File: config.mk
export PLATFORM = sky130hd
export DESIGN_NAME = key_msg_loader
export DESIGN_NICKNAME = d
export VERILOG_FILES = /design/src/rtl/key_msg_loader.sv
export SDC_FILE = /design/constraint.sdc
export NUM_CORES = 1
export LEC_CHECK = 0
export CORE_UTILIZATION = 57
export CTS_CLUSTER_SIZE = 14
export DETAILED_ROUTE_END_ITERATION = 10
export PLACE_DENSITY = 0.81
export SLEW_MARGIN = 40
export SYNTH_ARGS = -nofsm -noshare
export SYNTH_HDL_FRONTEND = slang
export SYNTH_SLANG_ARGS = --single-unit
File: constraint.sdc
create_clock -name clk -period 3.35 [get_ports clk]
set_input_delay 0.335 -clock clk [delete_from_list [all_inputs] [get_ports clk]]
set_output_delay 0.335 -clock clk [all_outputs]
set_load 0.01 [all_outputs]
File: src/rtl/key_msg_loader.sv
// Serial frame receiver: synchronises ESP32 sck/sdi/cs_n into clk and emits key/message bit strobes
// (SYNC_STAGES+1 cycles after the raw sck edge); no backpressure, downstream must accept every strobe.
module key_msg_loader #(
    parameter int KEY_SIZE    = 32,
    parameter int MSG_SIZE    = 512,
    parameter int SYNC_STAGES = 2
) (
    input  logic                       clk,
    input  logic                       rst_n,
    input  logic                       ena,
    input  logic                       iSck,
    input  logic                       iSdi,
    input  logic                       iCs_n,
    output logic                       oData_bit,
    output logic                       oLoad_key,
    output logic                       oLoad_msg,
    output logic                       oFrame_done,
    output logic                       oFrame_err,
    output logic                       oBusy,
    output logic [$clog2(MSG_SIZE):0]  oBit_count
);
    localparam int CW = $clog2(MSG_SIZE) + 1;
    localparam logic [CW-1:0] KEY_LAST = CW'(KEY_SIZE - 1);
    localparam logic [CW-1:0] MSG_LAST = CW'(MSG_SIZE - 1);
    localparam logic [CW-1:0] MSG_FULL = CW'(MSG_SIZE);

    typedef enum logic [2:0] {S_IDLE, S_KEY, S_MSG, S_DONE, S_ERR} state_t;
    state_t state;

    logic [SYNC_STAGES-1:0] sck_sync, sdi_sync, cs_sync, flush;
    logic sck_d, cs_d, cs_armed;
    logic sck_s, sdi_s, cs_s;
    logic sck_rise, cs_rise, cs_fall, bit_ev;

    assign sck_s = sck_sync[SYNC_STAGES-1];
    assign sdi_s = sdi_sync[SYNC_STAGES-1];
    assign cs_s  = cs_sync[SYNC_STAGES-1];

    always_ff @(posedge clk or negedge rst_n) begin
        if (!rst_n) begin
            sck_sync <= '0;
            sdi_sync <= '0;
            cs_sync  <= '1;
            flush    <= '0;
            sck_d    <= 1'b0;
            cs_d     <= 1'b1;
            cs_armed <= 1'b0;
        end else begin
            sck_sync <= {sck_sync[SYNC_STAGES-2:0], iSck};
            sdi_sync <= {sdi_sync[SYNC_STAGES-2:0], iSdi};
            cs_sync  <= {cs_sync[SYNC_STAGES-2:0], iCs_n};
            flush    <= {flush[SYNC_STAGES-2:0], 1'b1};
            sck_d    <= sck_s;
            cs_d     <= cs_s;
            // The cs chain resets high, so a pin already low at reset release would look like a
            // falling edge. Only arm once a genuine high level has passed through the chain.
            cs_armed <= cs_armed | (flush[SYNC_STAGES-1] & cs_s);
        end
    end

    assign sck_rise = sck_s & ~sck_d;
    assign cs_rise  = cs_s & ~cs_d;
    assign cs_fall  = ~cs_s & cs_d & cs_armed;
    // A bit coinciding with cs_n rising still belongs to the frame.
    assign bit_ev   = ena & sck_rise & (~cs_s | cs_rise);

    always_ff @(posedge clk or negedge rst_n) begin
        if (!rst_n) begin
            state       <= S_IDLE;
            oBit_count  <= '0;
            oData_bit   <= 1'b0;
            oLoad_key   <= 1'b0;
            oLoad_msg   <= 1'b0;
            oFrame_done <= 1'b0;
            oFrame_err  <= 1'b0;
            oBusy       <= 1'b0;
        end else begin
            oLoad_key   <= 1'b0;
            oLoad_msg   <= 1'b0;
            oFrame_done <= 1'b0;
            if (ena) begin
                case (state)
                    S_IDLE: begin
                        if (cs_fall) begin
                            state      <= S_KEY;
                            oBusy      <= 1'b1;
                            oBit_count <= '0;
                        end
                    end
                    S_KEY: begin
                        if (bit_ev) begin
                            oLoad_key <= 1'b1;
                            oData_bit <= sdi_s;
                            if (oBit_count == KEY_LAST) begin
                                state      <= S_MSG;
                                oBit_count <= '0;
                            end else begin
                                oBit_count <= oBit_count + 1'b1;
                            end
                        end
                        if (cs_rise) begin
                            state      <= S_ERR;
                            oBusy      <= 1'b0;
                            oFrame_err <= 1'b1;
                        end
                    end
                    S_MSG: begin
                        if (bit_ev) begin
                            oLoad_msg <= 1'b1;
                            oData_bit <= sdi_s;
                            if (oBit_count == MSG_LAST) begin
                                state       <= S_DONE;
                                oBusy       <= 1'b0;
                                oFrame_done <= 1'b1;
                                oBit_count  <= MSG_FULL;
                            end else begin
                                oBit_count <= oBit_count + 1'b1;
                            end
                        end
                        if (cs_rise && !(bit_ev && oBit_count == MSG_LAST)) begin
                            state      <= S_ERR;
                            oBusy      <= 1'b0;
                            oFrame_err <= 1'b1;
                        end
                    end
                    S_DONE: begin
                        // Level test on cs_n also covers a rise that landed with the final bit.
                        if (bit_ev) begin
                            state      <= S_ERR;
                            oFrame_err <= 1'b1;
                        end else if (cs_s) begin
                            state <= S_IDLE;
                        end
                    end
                    S_ERR: begin
                        if (cs_fall) begin
                            state      <= S_KEY;
                            oBusy      <= 1'b1;
                            oFrame_err <= 1'b0;
                            oBit_count <= '0;
                        end
                    end
                    default: begin
                        state <= S_IDLE;
                        oBusy <= 1'b0;
                    end
                endcase
            end
        end
    end
endmodule

After elaboration in Yosys (flattened, before gate mapping)

Cells that the tools add are included.

Logic and storage cells: 96
Bits of input ports: 6
Flip-flop bits (word level): 30
Output and inout bits: 16

$add $sub $neg: 1
Mux-type cells: 36
Reduce and logical (&&, ||, !) cells: 13
Equal/unequal tests: 18
Bitwise gates (word level): 13

Operators by type and width:

| kind                                                             | count |
|---|---|
| 10-bit two-way mux                                               | 5 |
| 10-bit one-hot mux with 3 select lines                           | 1 |
| 3-bit two-way mux                                                | 9 |
| 1-bit two-way mux                                                | 18 |
| 3-bit inequality test, second input constant                     | 5 |
| 2-bit inequality test, second input constant                     | 6 |
| 3-bit one-hot mux with 4 select lines                            | 1 |
| 6-bit AND reduction                                              | 2 |
| 10-bit by 1-bit adder with 10-bit output, second input constant  | 1 |
| 10-bit by 5-bit == test with 1-bit output, second input constant | 1 |
| 10-bit by 9-bit == test with 1-bit output, second input constant | 1 |
| 1-bit one-hot mux with 4 select lines                            | 2 |
| 1-bit bitwise AND                                                | 7 |
| 7-bit AND reduction                                              | 1 |
| 3-bit by 2-bit == test with 1-bit output, second input constant  | 2 |
| 5-bit AND reduction                                              | 1 |
| 1-bit NOT                                                        | 4 |
| 4-bit nonzero test                                               | 1 |
| 2-bit OR reduction                                               | 2 |
| 3-bit by 1-bit == test with 1-bit output, second input constant  | 1 |
| 3-bit == test, second input constant                             | 1 |
| 3-bit logical NOT                                                | 1 |
| 3-bit AND reduction                                              | 1 |
| 3-bit nonzero test                                               | 1 |
| 4 further kinds                                                  | 6 |

Logic depth before layout (Yosys ltp)

Gate-level depths: netlist of the first run.

Depth after elaboration: 9
Depth in mapped cells: 7
Mapped depth without buffers: 6

Worst setup path after synthesis of the first run

Ideal clock, no wire load.

Path kind: flip-flop to flip-flop
From: register oBit_count[0]
To: register state[1]
Path buffers: 0
Setup slack: 1.472 ns
Stages on the path, launching flop included: 7
Clock period less this slack: 1.878 ns
Arrival: 1.754 ns
Required time: 3.226 ns
Library setup time: 0.124 ns
Path through: dfrtp_1 > ha_1 > and4_1 > nand4_1 > a21oi_1 > o2111ai_2 > a211o_1

Longest elaborated chain between the ends: 6
Elaborated cells between the ends (all ways): 11
Those cells by class: eq/ne (5); mux (2); reduce/logical (4)

RTL lines:

| item                                                                                          | RTL line | RTL |
|---|---|---|
| start, declared                                                                               | 20       | `output logic [$clog2(MSG_SIZE):0] oBit_count` |
| start signal, assigned                                                                        | 98       | `oBit_count <= oBit_count + 1'b1;` |
| start signal, assigned                                                                        | 117      | `oBit_count <= oBit_count + 1'b1;` |
| 10-bit by 9-bit == test with 1-bit output                                                     | 111, 120 |  |
| 1-bit logical AND                                                                             | 120      | `if (cs_rise && !(bit_ev && oBit_count == MSG_LAST)) begin` |
| 1-bit logical NOT                                                                             | 120      |  |
| 1-bit logical AND                                                                             | 120      |  |
| 3-bit inequality test (no line) / 3-bit two-way mux (equally long branches)                   | n/a      |  |
| 7-bit AND reduction (no line) / 3-bit one-hot mux with 4 select lines (equally long branches) | n/a      |  |
| end signal, assigned                                                                          | 121      | `state <= S_ERR;` |
| end signal, assigned                                                                          | 129      | `state <= S_ERR;` |
| end signal, assigned                                                                          | 132      | `state <= S_IDLE;` |
| end, declared                                                                                 | 28       | `state_t state;` |

Parallel ways exist; a longest one is shown, timed or not.
A chain may end at the register's enable or synchronous reset.

Final worst setup path of the first run

From: register state[0]
To: register oBit_count[3]

Longest elaborated chain between the ends: 4
Elaborated cells between the ends (all ways): 11
Those cells by class: eq/ne (6); mux (1); reduce/logical (4)

RTL lines:

| item                                                                                                    | RTL line | RTL |
|---|---|---|
| start signal, assigned                                                                                  | 69       | `state <= S_IDLE;` |
| start signal, assigned                                                                                  | 85       | `state <= S_KEY;` |
| start signal, assigned                                                                                  | 95       | `state <= S_MSG;` |
| 3-bit == test / 3-bit logical NOT (equally long branches)                                               | 82       | `case (state)` |
| 2-bit OR reduction (no line)                                                                            | n/a      |  |
| 2-bit by 1-bit inequality test with 1-bit output (no line) / 3-bit nonzero test (equally long branches) | n/a      |  |
| 5-bit AND reduction (no line)                                                                           | n/a      |  |

Parallel ways exist; a longest one is shown, timed or not.

==> results of run 1 <==
layout make-up:
class,count,share of cell area [%]
flip-flops and latches,30,41.9
multi-input cells,102,37.3
inverters,2,0.417
well taps,30,2.08
repair buffers,22,12.1
clock inverters,2,3.34
clock buffers,6,2.85
cells in the final DEF, fill, tap and decap left out, drive strengths merged, types with 3 or more instances in the layout:
| cell | instances |
|---|---|
| nand2 | 11 |
| dfrtp | 27 |
| nor2 | 10 |
| and2 | 3 |
| or3b | 3 |
| and3 | 7 |
| nand4 | 3 |
| nor2b | 4 |
| o31ai | 5 |
| dfstp | 3 |
| clkdlybuf4s50 | 21 |
| nand3 | 4 |
| a21oi | 8 |
| clkbuf | 6 |
| o21ai | 7 |
| nor3 | 3 |
worst max-delay path, cell delays in order, from the launching register on:
cell and delay, ns:
dfrtp_1 0.49, nor2_2 0.38, a41o_1 0.15, nand3b_1 0.39, or2_4 0.43, o31ai_1 0.24
registers in the layout (all words and copies together), names as in the netlist:
register / count
state: 3
oBusy: 1
flush: 2
oLoad_msg: 1
oData_bit: 1
sdi_sync: 2
cs_d: 1
cs_armed: 1
oBit_count: 10
oFrame_done: 1
cs_sync: 2
oLoad_key: 1
sck_d: 1
sck_sync: 2
oFrame_err: 1
routing by layer:
metal / global-route usage, % / routed length [µm] / vias to the layer above
li1: - / - / 563
met2: 39.7 / 1470 / 38
met5: 0 / 0 / -
met1: 33.1 / 1330 / 601
met3: 6.90 / 159 / 10
met4: 14.0 / 84 / 0
metrics by stage:
stage | instance area [µm²] | std cells | util [%] | power (mW) | hold WS (ns)
after global placement | 1690 | 186 | 68.8 | 1.02 | 0.332
after global routing | 1800 | 194 | 73.3 | 1.50 | 0.364
after floorplan | 1480 | 139 | - | 0.864 | 0.0394
final | 1800 | 194 | 73.3 | 1.42 | 0.355
after detailed placement | 1690 | 186 | 68.8 | 1.03 | 0.335
after CTS | 1800 | 194 | 73.3 | 1.42 | 0.357
cell families after synthesis:
kind of cell / after synthesis
AO/OA/AOI/OAI: 35
AND/OR/NAND/NOR: 62
multiplexers: 3
other: 1
flip-flops: 30
adder cells (fa/ha/maj): 1
buffers and inverters: 7
final timing paths:
| check | to | startpoint | slack, ns |
|---|---|---|---|
| min in group clk | sck_sync[1]$_DFF_PN0_ | sck_sync[0]$_DFF_PN0_ | 0.36 |
| max in group asynchronous | cs_sync[0]$_DFF_PN1_ | rst_n | 2.66 |
| min reg2reg | sck_sync[1]$_DFF_PN0_ | sck_sync[0]$_DFF_PN0_ | 0.36 |
| min | oLoad_key$_DFF_PN0_ | rst_n | 0.36 |
| max | oBit_count[3]$_DFFE_PN0P_ | state[0]$_DFFE_PN0P_ | 1.15 |
| max reg2reg | oBit_count[3]$_DFFE_PN0P_ | state[0]$_DFFE_PN0P_ | 1.15 |
report_power, final:
group | total [mW] | switching [mW] | leakage [nW] | internal, mW
Combinational | 0.501 | 0.248 | 0.338 | 0.252
Clock | 0.383 | 0.131 | 0.0585 | 0.253
Sequential | 0.531 | 0.0971 | 0.359 | 0.434
==> impl_results.md, run 1 <==
* Final setup vio count at 0
* Max Clock Skew at 0.0173 ns
* Die ar. at 2800 µm²
* Fin crit share at 65.7%
* Crit end category: flip-flop
* Area of the multi-input gates at 672 µm²
* Initial antenna violation count at 0
* Clk root buf: clkbuf_4
* Largest family of logic cells by synthesized area: simple AND/OR/NAND/NOR gates
* WS Path Type: flip-flop to flip-flop
* Final HPWL DP at 2180 µm
* Async SR Flop Fraction at 100%
* Largest net degree at the start of global routing at 31
* Top cell type's share of synthesized area at 45.6%
* Post_cts resized at 0
* Post-Syn Instances at 139
* Fin. max-slew vios at 0
* Gr usage total at 25.9%
* Synth top cells by count: dfrtp_1, nand2_1, nor2_1
* DR vias at 1212
* CTS tree: yes
* P&R area growth vs syn at 21.6%
* Post-CTS Repair Setup Buffers at 0
* Num Clock Sinks at 30
* Final ANT Viol Nets at 0
* Die W at 53.0 µm
* Final worst slack at 1.15 ns
* Seq/Total Area, Yosys at 51.0%
* Post-synth cell types at 49
* Max Fclk at 454 MHz
* Clock slew at reported path FFs at 0.11 ns
* Syn avg cell area at 10.6 µm²
* Number of global-route vias before repair at 1138
* Mux share of post-synthesis cell area at 2.20%
* Compound-Gate Fraction of Synth Area at 17.4%
* Cell area after synthesis at 1480 µm²
* Wirelength per Cell at 15.7 µm
* Number of flops mapped to enable cells by yosys at 0
* Leakage at 0.756 nW
* H-tree depth at 2
* Cell taking the most area after synthesis: dfrtp_1
* Most used DFF post-synth: dfrtp_1
* Die height at 53.0 µm
* Pwr Density at 786 nW/µm²
* Synthesis-stage register bit count at 30
* Final worst path period need at 2.20 ns
* Pre-antenna DRT Iters at 4
* Via density at 6.25
* Synth Warn # at 0
* Clock Path Buffers at 2
* Worst reg-to-reg path cell count at 5
* Synth area leaders: dfrtp_1, dfstp_2, nand2_1
* Most frequent cell after synthesis: dfrtp_1
* Required @ worst endpoint at 3.58 ns
* Min-Delay Path Class: input pin to async pin
* GRT overflow at 0
* Worst-margin pin slew at 0.594 ns
* Unrepaired setup endpoints after global routing: false
* Post-Synth XOR/XNOR Area at 0%
* First-pass GRT wire length at 5090 µm
* Startpoint types: flip-flop
* VDD IR max at 647 µV
* Final Hold Fails at 0
* Synth Area in Simple Gates at 24.7%
* Initial core utilization at 60.3%
* Setup_tns at 0 ns
* Core ar. at 2450 µm²
* Share of cells above drive strength 1 at 13.4%
* Arrival time worst endpoint at 2.43 ns
* Place WS at 1.01 ns
* Crit path max fanout at 15
* Slew headroom at 59.8%
* IO Pins at 22
* Max Cap Viol at 0
* Clk_lat worst skew at 0.34 ns
* # hold bufs at CTS at 0
* Diode count at 0
* Status: complete, no violations
* DRC violations left at 0
* Synth Area in Adders at 0.845%
* Buffers on Ports at 21
* CTS Buf Count at 5
* Placer Congestion at 0.894
* Final WL at 3040 µm
* Iteration-0 DRC Markers at 23
* Num rows at 18
* FF+latch area at 754 µm²
* Nets at 170
* Post-Syn Nets at 146
* Fill cells at 177
No activity file was read; power rests on OpenSTA's default activity.
==> inputs of run 2 (changes only) <==
--- a/config.mk
+++ b/config.mk
@@ -5,10 +5,10 @@
 export SDC_FILE = /design/constraint.sdc
 export NUM_CORES = 1
 export LEC_CHECK = 0
-export CORE_UTILIZATION = 57
+export CORE_UTILIZATION = 48
 export CTS_CLUSTER_SIZE = 14
 export DETAILED_ROUTE_END_ITERATION = 10
-export PLACE_DENSITY = 0.81
+export PLACE_DENSITY = 0.73
 export SLEW_MARGIN = 40
 export SYNTH_ARGS = -nofsm -noshare
 export SYNTH_HDL_FRONTEND = slang
==> constraint.sdc (replaced) <==
create_clock -name clk -period 1.9 [get_ports clk]
set_input_delay 0.19 -clock clk [delete_from_list [all_inputs] [get_ports clk]]
set_output_delay 0.19 -clock clk [all_outputs]
set_load 0.01 [all_outputs]
==> run 2 against run 1 <==
The flow now finishes with violations (setup timing). Via count increased by 7.4%. Register-to-register slack got worse by 1.2 ns. Clock-buffer cell count unchanged. Largest cell class unchanged. Largest power group is now combinational logic.
==> impl_results.md, run 2 (same netlist as run 1, synthesis figures left out) <==
* Status: finished, violations left (was complete, no violations)
* Failing checks: setup timing
* Final setup vio count at 1 (was 0)
* Core ar. at 2830 µm² (was 2450 µm²)
* Flop pwr share at 31.0% (was 37.5%)
* Sw Share at 33.5% (was 33.6%)
* Num Clock Sinks at 30 (unchanged)
* GRT overflow at 0 (unchanged)
* Number of global-route vias before repair at 1260 (was 1138)
* Fin crit share at 101% (was 65.7%)
* Clk root buf: clkbuf_4 (unchanged)
* VDD IR max at 814 µV (was 647 µV)
* Largest net degree at the start of global routing at 31 (unchanged)
* Final WL at 3650 µm (was 3040 µm)
* Die W at 57.5 µm (was 53.0 µm)
* Setup_tns at -0.0156 ns (was 0 ns)
* Via density at 5.79 (was 6.25)
* Diode count at 0 (unchanged)
* Wirelength per Cell at 16.2 µm (was 15.7 µm)
* Initial core utilization at 52.3% (was 60.3%)
* IO Pins at 22 (unchanged)
* Pwr Density at 1390 nW/µm² (was 786 nW/µm²)
* Clk_lat worst skew at 0.33 ns (was 0.34 ns)
* Final worst slack at -0.0156 ns (was 1.15 ns)
* # hold bufs at CTS at 0 (unchanged)
* Min-Delay Path Class: input pin to async pin (unchanged)
* Pre-antenna DRT Iters at 4 (unchanged)
* Fin. max-slew vios at 0 (unchanged)
* H-tree depth at 2 (unchanged)
* Arrival time worst endpoint at 2.15 ns (was 2.43 ns)
* CTS Buf Count at 5 (unchanged)
* Max Cap Viol at 0 (unchanged)
* Placer Congestion at 0.922 (was 0.894)
* Leakage at 0.915 nW (was 0.756 nW)
* Final Hold Fails at 0 (unchanged)
* Leading cell type in the layout, fill and taps excluded: buf_4 (was dfrtp_1)
* DRC violations left at 0 (unchanged)
* Final worst path period need at 1.92 ns (was 2.20 ns)
* Clock network power share at 23.3% (was 27.1%)
* Net switching power at 0.979 mW (was 0.476 mW)
* Clock slew at reported path FFs at 0.11 ns (about the same)
* WS Path Type: flip-flop to flip-flop (unchanged)
* Initial antenna violation count at 0 (unchanged)
* Startpoint types: flip-flop (unchanged)
* Final HPWL DP at 2460 µm (was 2180 µm)
* Gate power share at 45.7% (was 35.4%)
* Crit path max fanout at 6 (was 15)
* Max reg flops at 10 (unchanged)
* Final ANT Viol Nets at 0 (unchanged)
* P&R area growth vs syn at 42.2% (was 21.6%)
* Unrepaired setup endpoints after global routing: true (was false)
* Iteration-0 DRC Markers at 42 (was 23)
* Gr usage total at 24.0% (was 25.9%)
* Most flops, register: oBit_count (unchanged)
* Max Clock Skew at 0.0147 ns (was 0.0173 ns)
* Fin util at 74.4% (was 73.3%)
* Pint at 1.94 mW (was 0.939 mW)
* Crit end category: flip-flop (unchanged)
* Max Fclk at 522 MHz (was 454 MHz)
* Die ar. at 3310 µm² (was 2800 µm²)
* DR vias at 1302 (was 1212)
* Die height at 57.5 µm (was 53.0 µm)
* Required @ worst endpoint at 2.13 ns (was 3.58 ns)
* Clock Path Buffers at 2 (unchanged)
* Num rows at 19 (was 18)
* Nets at 200 (was 170)
* CTS tree: yes (unchanged)
* First-pass GRT wire length at 5890 µm (was 5090 µm)
* Largest registers: oBit_count (10), state (3) (unchanged)
* Most frequent cells in the layout: buf_4, dfrtp_1, clkdlybuf4s50_1 (was dfrtp_1, clkdlybuf4s50_1, nand2_1)
* Share of cells above drive strength 1 at 34.5% (was 13.4%)
* Buffers on Ports at 21 (unchanged)
run 2: cell types whose count changed in the layout (fill, tap and decap cells not counted), sizes merged:
cell / change
buf: +30
run 2: routing by layer:
layer	up-vias	global-route usage [%]	part of all wire [%]
met5	-	0	0
met1	630	31.1	45
met4	0	6.97	1.4
li1	622	-	-
met2	43	39.0	49
met3	7	7.03	4.4
run 2: repair_timing:
| item | CTS | global route |
|---|---|---|
| endpoints found under the setup margin | 3 | 12 |
| gates resized for setup | 5 | 14 |
| pin swaps | 0 | 6 |
| buffers inserted | 2 | 3 |
run 2: final timing paths:
check                                     startpoint                endpoint  slack (ns)  depth (start not counted)
worst min register to register  cs_sync[0]$_DFF_PN1_    cs_sync[1]$_DFF_PN1_        0.34                          0
min in group clk                               iCs_n    cs_sync[0]$_DFF_PN1_        0.27                          1
worst max-delay path            state[0]$_DFFE_PN0P_  oFrame_err$_DFFE_PN0P_       -0.02                          5
worst min-delay path                           rst_n     oLoad_msg$_DFF_PN0_        0.23                          2
max in group asynchronous                      rst_n    cs_sync[0]$_DFF_PN1_        1.33                          2
worst max register to register  state[0]$_DFFE_PN0P_  oFrame_err$_DFFE_PN0P_       -0.02                          5
run 2: cell type report:
class / count / area (µm²)
Clock buffer: 6 / 51.3
Clock inverter: 2 / 60.1
Fill cell: 193 / 724
Inverter: 2 / 7.51
Multi-Input combinational cell: 102 / 742
Sequential cell: 30 / 758
Tap cell: 31 / 38.8
Timing Repair Buffer: 52 / 447
run 2: power groups by stage:
stage          logic, mW  registers (mW)  clock network (mW)
6_report            1.33           0.904               0.681
5_1_grt             1.44           0.925               0.718
4_1_cts             1.19           0.892               0.687
3_5_place_dp        1.12           0.900                   0
3_3_place_gp        1.08           0.886                   0
2_1_floorplan      0.598           0.925                   0
run 2: critical path, cell delays in order, from the launching register on:
cell and delay (ns):
dfrtp_2 0.46, or3b_4 0.42, o211ai_1 0.29, a21oi_2 0.08, nor4_2 0.20, mux2_2 0.37
run 2: through the flow:
stage	power [mW]	instances	area, µm²	hold WS (ns)	worst slack [ns]
global route	3.08	225	2100	0.251	-0.0563
finish	2.92	225	2100	0.234	-0.0156
floorplan	1.52	139	1480	-0.106	0.0216
CTS	2.77	222	2020	0.243	-0.00228
detailed placement	2.02	212	1880	0.340	-0.0615
global placement	1.97	212	1880	0.332	-0.00513
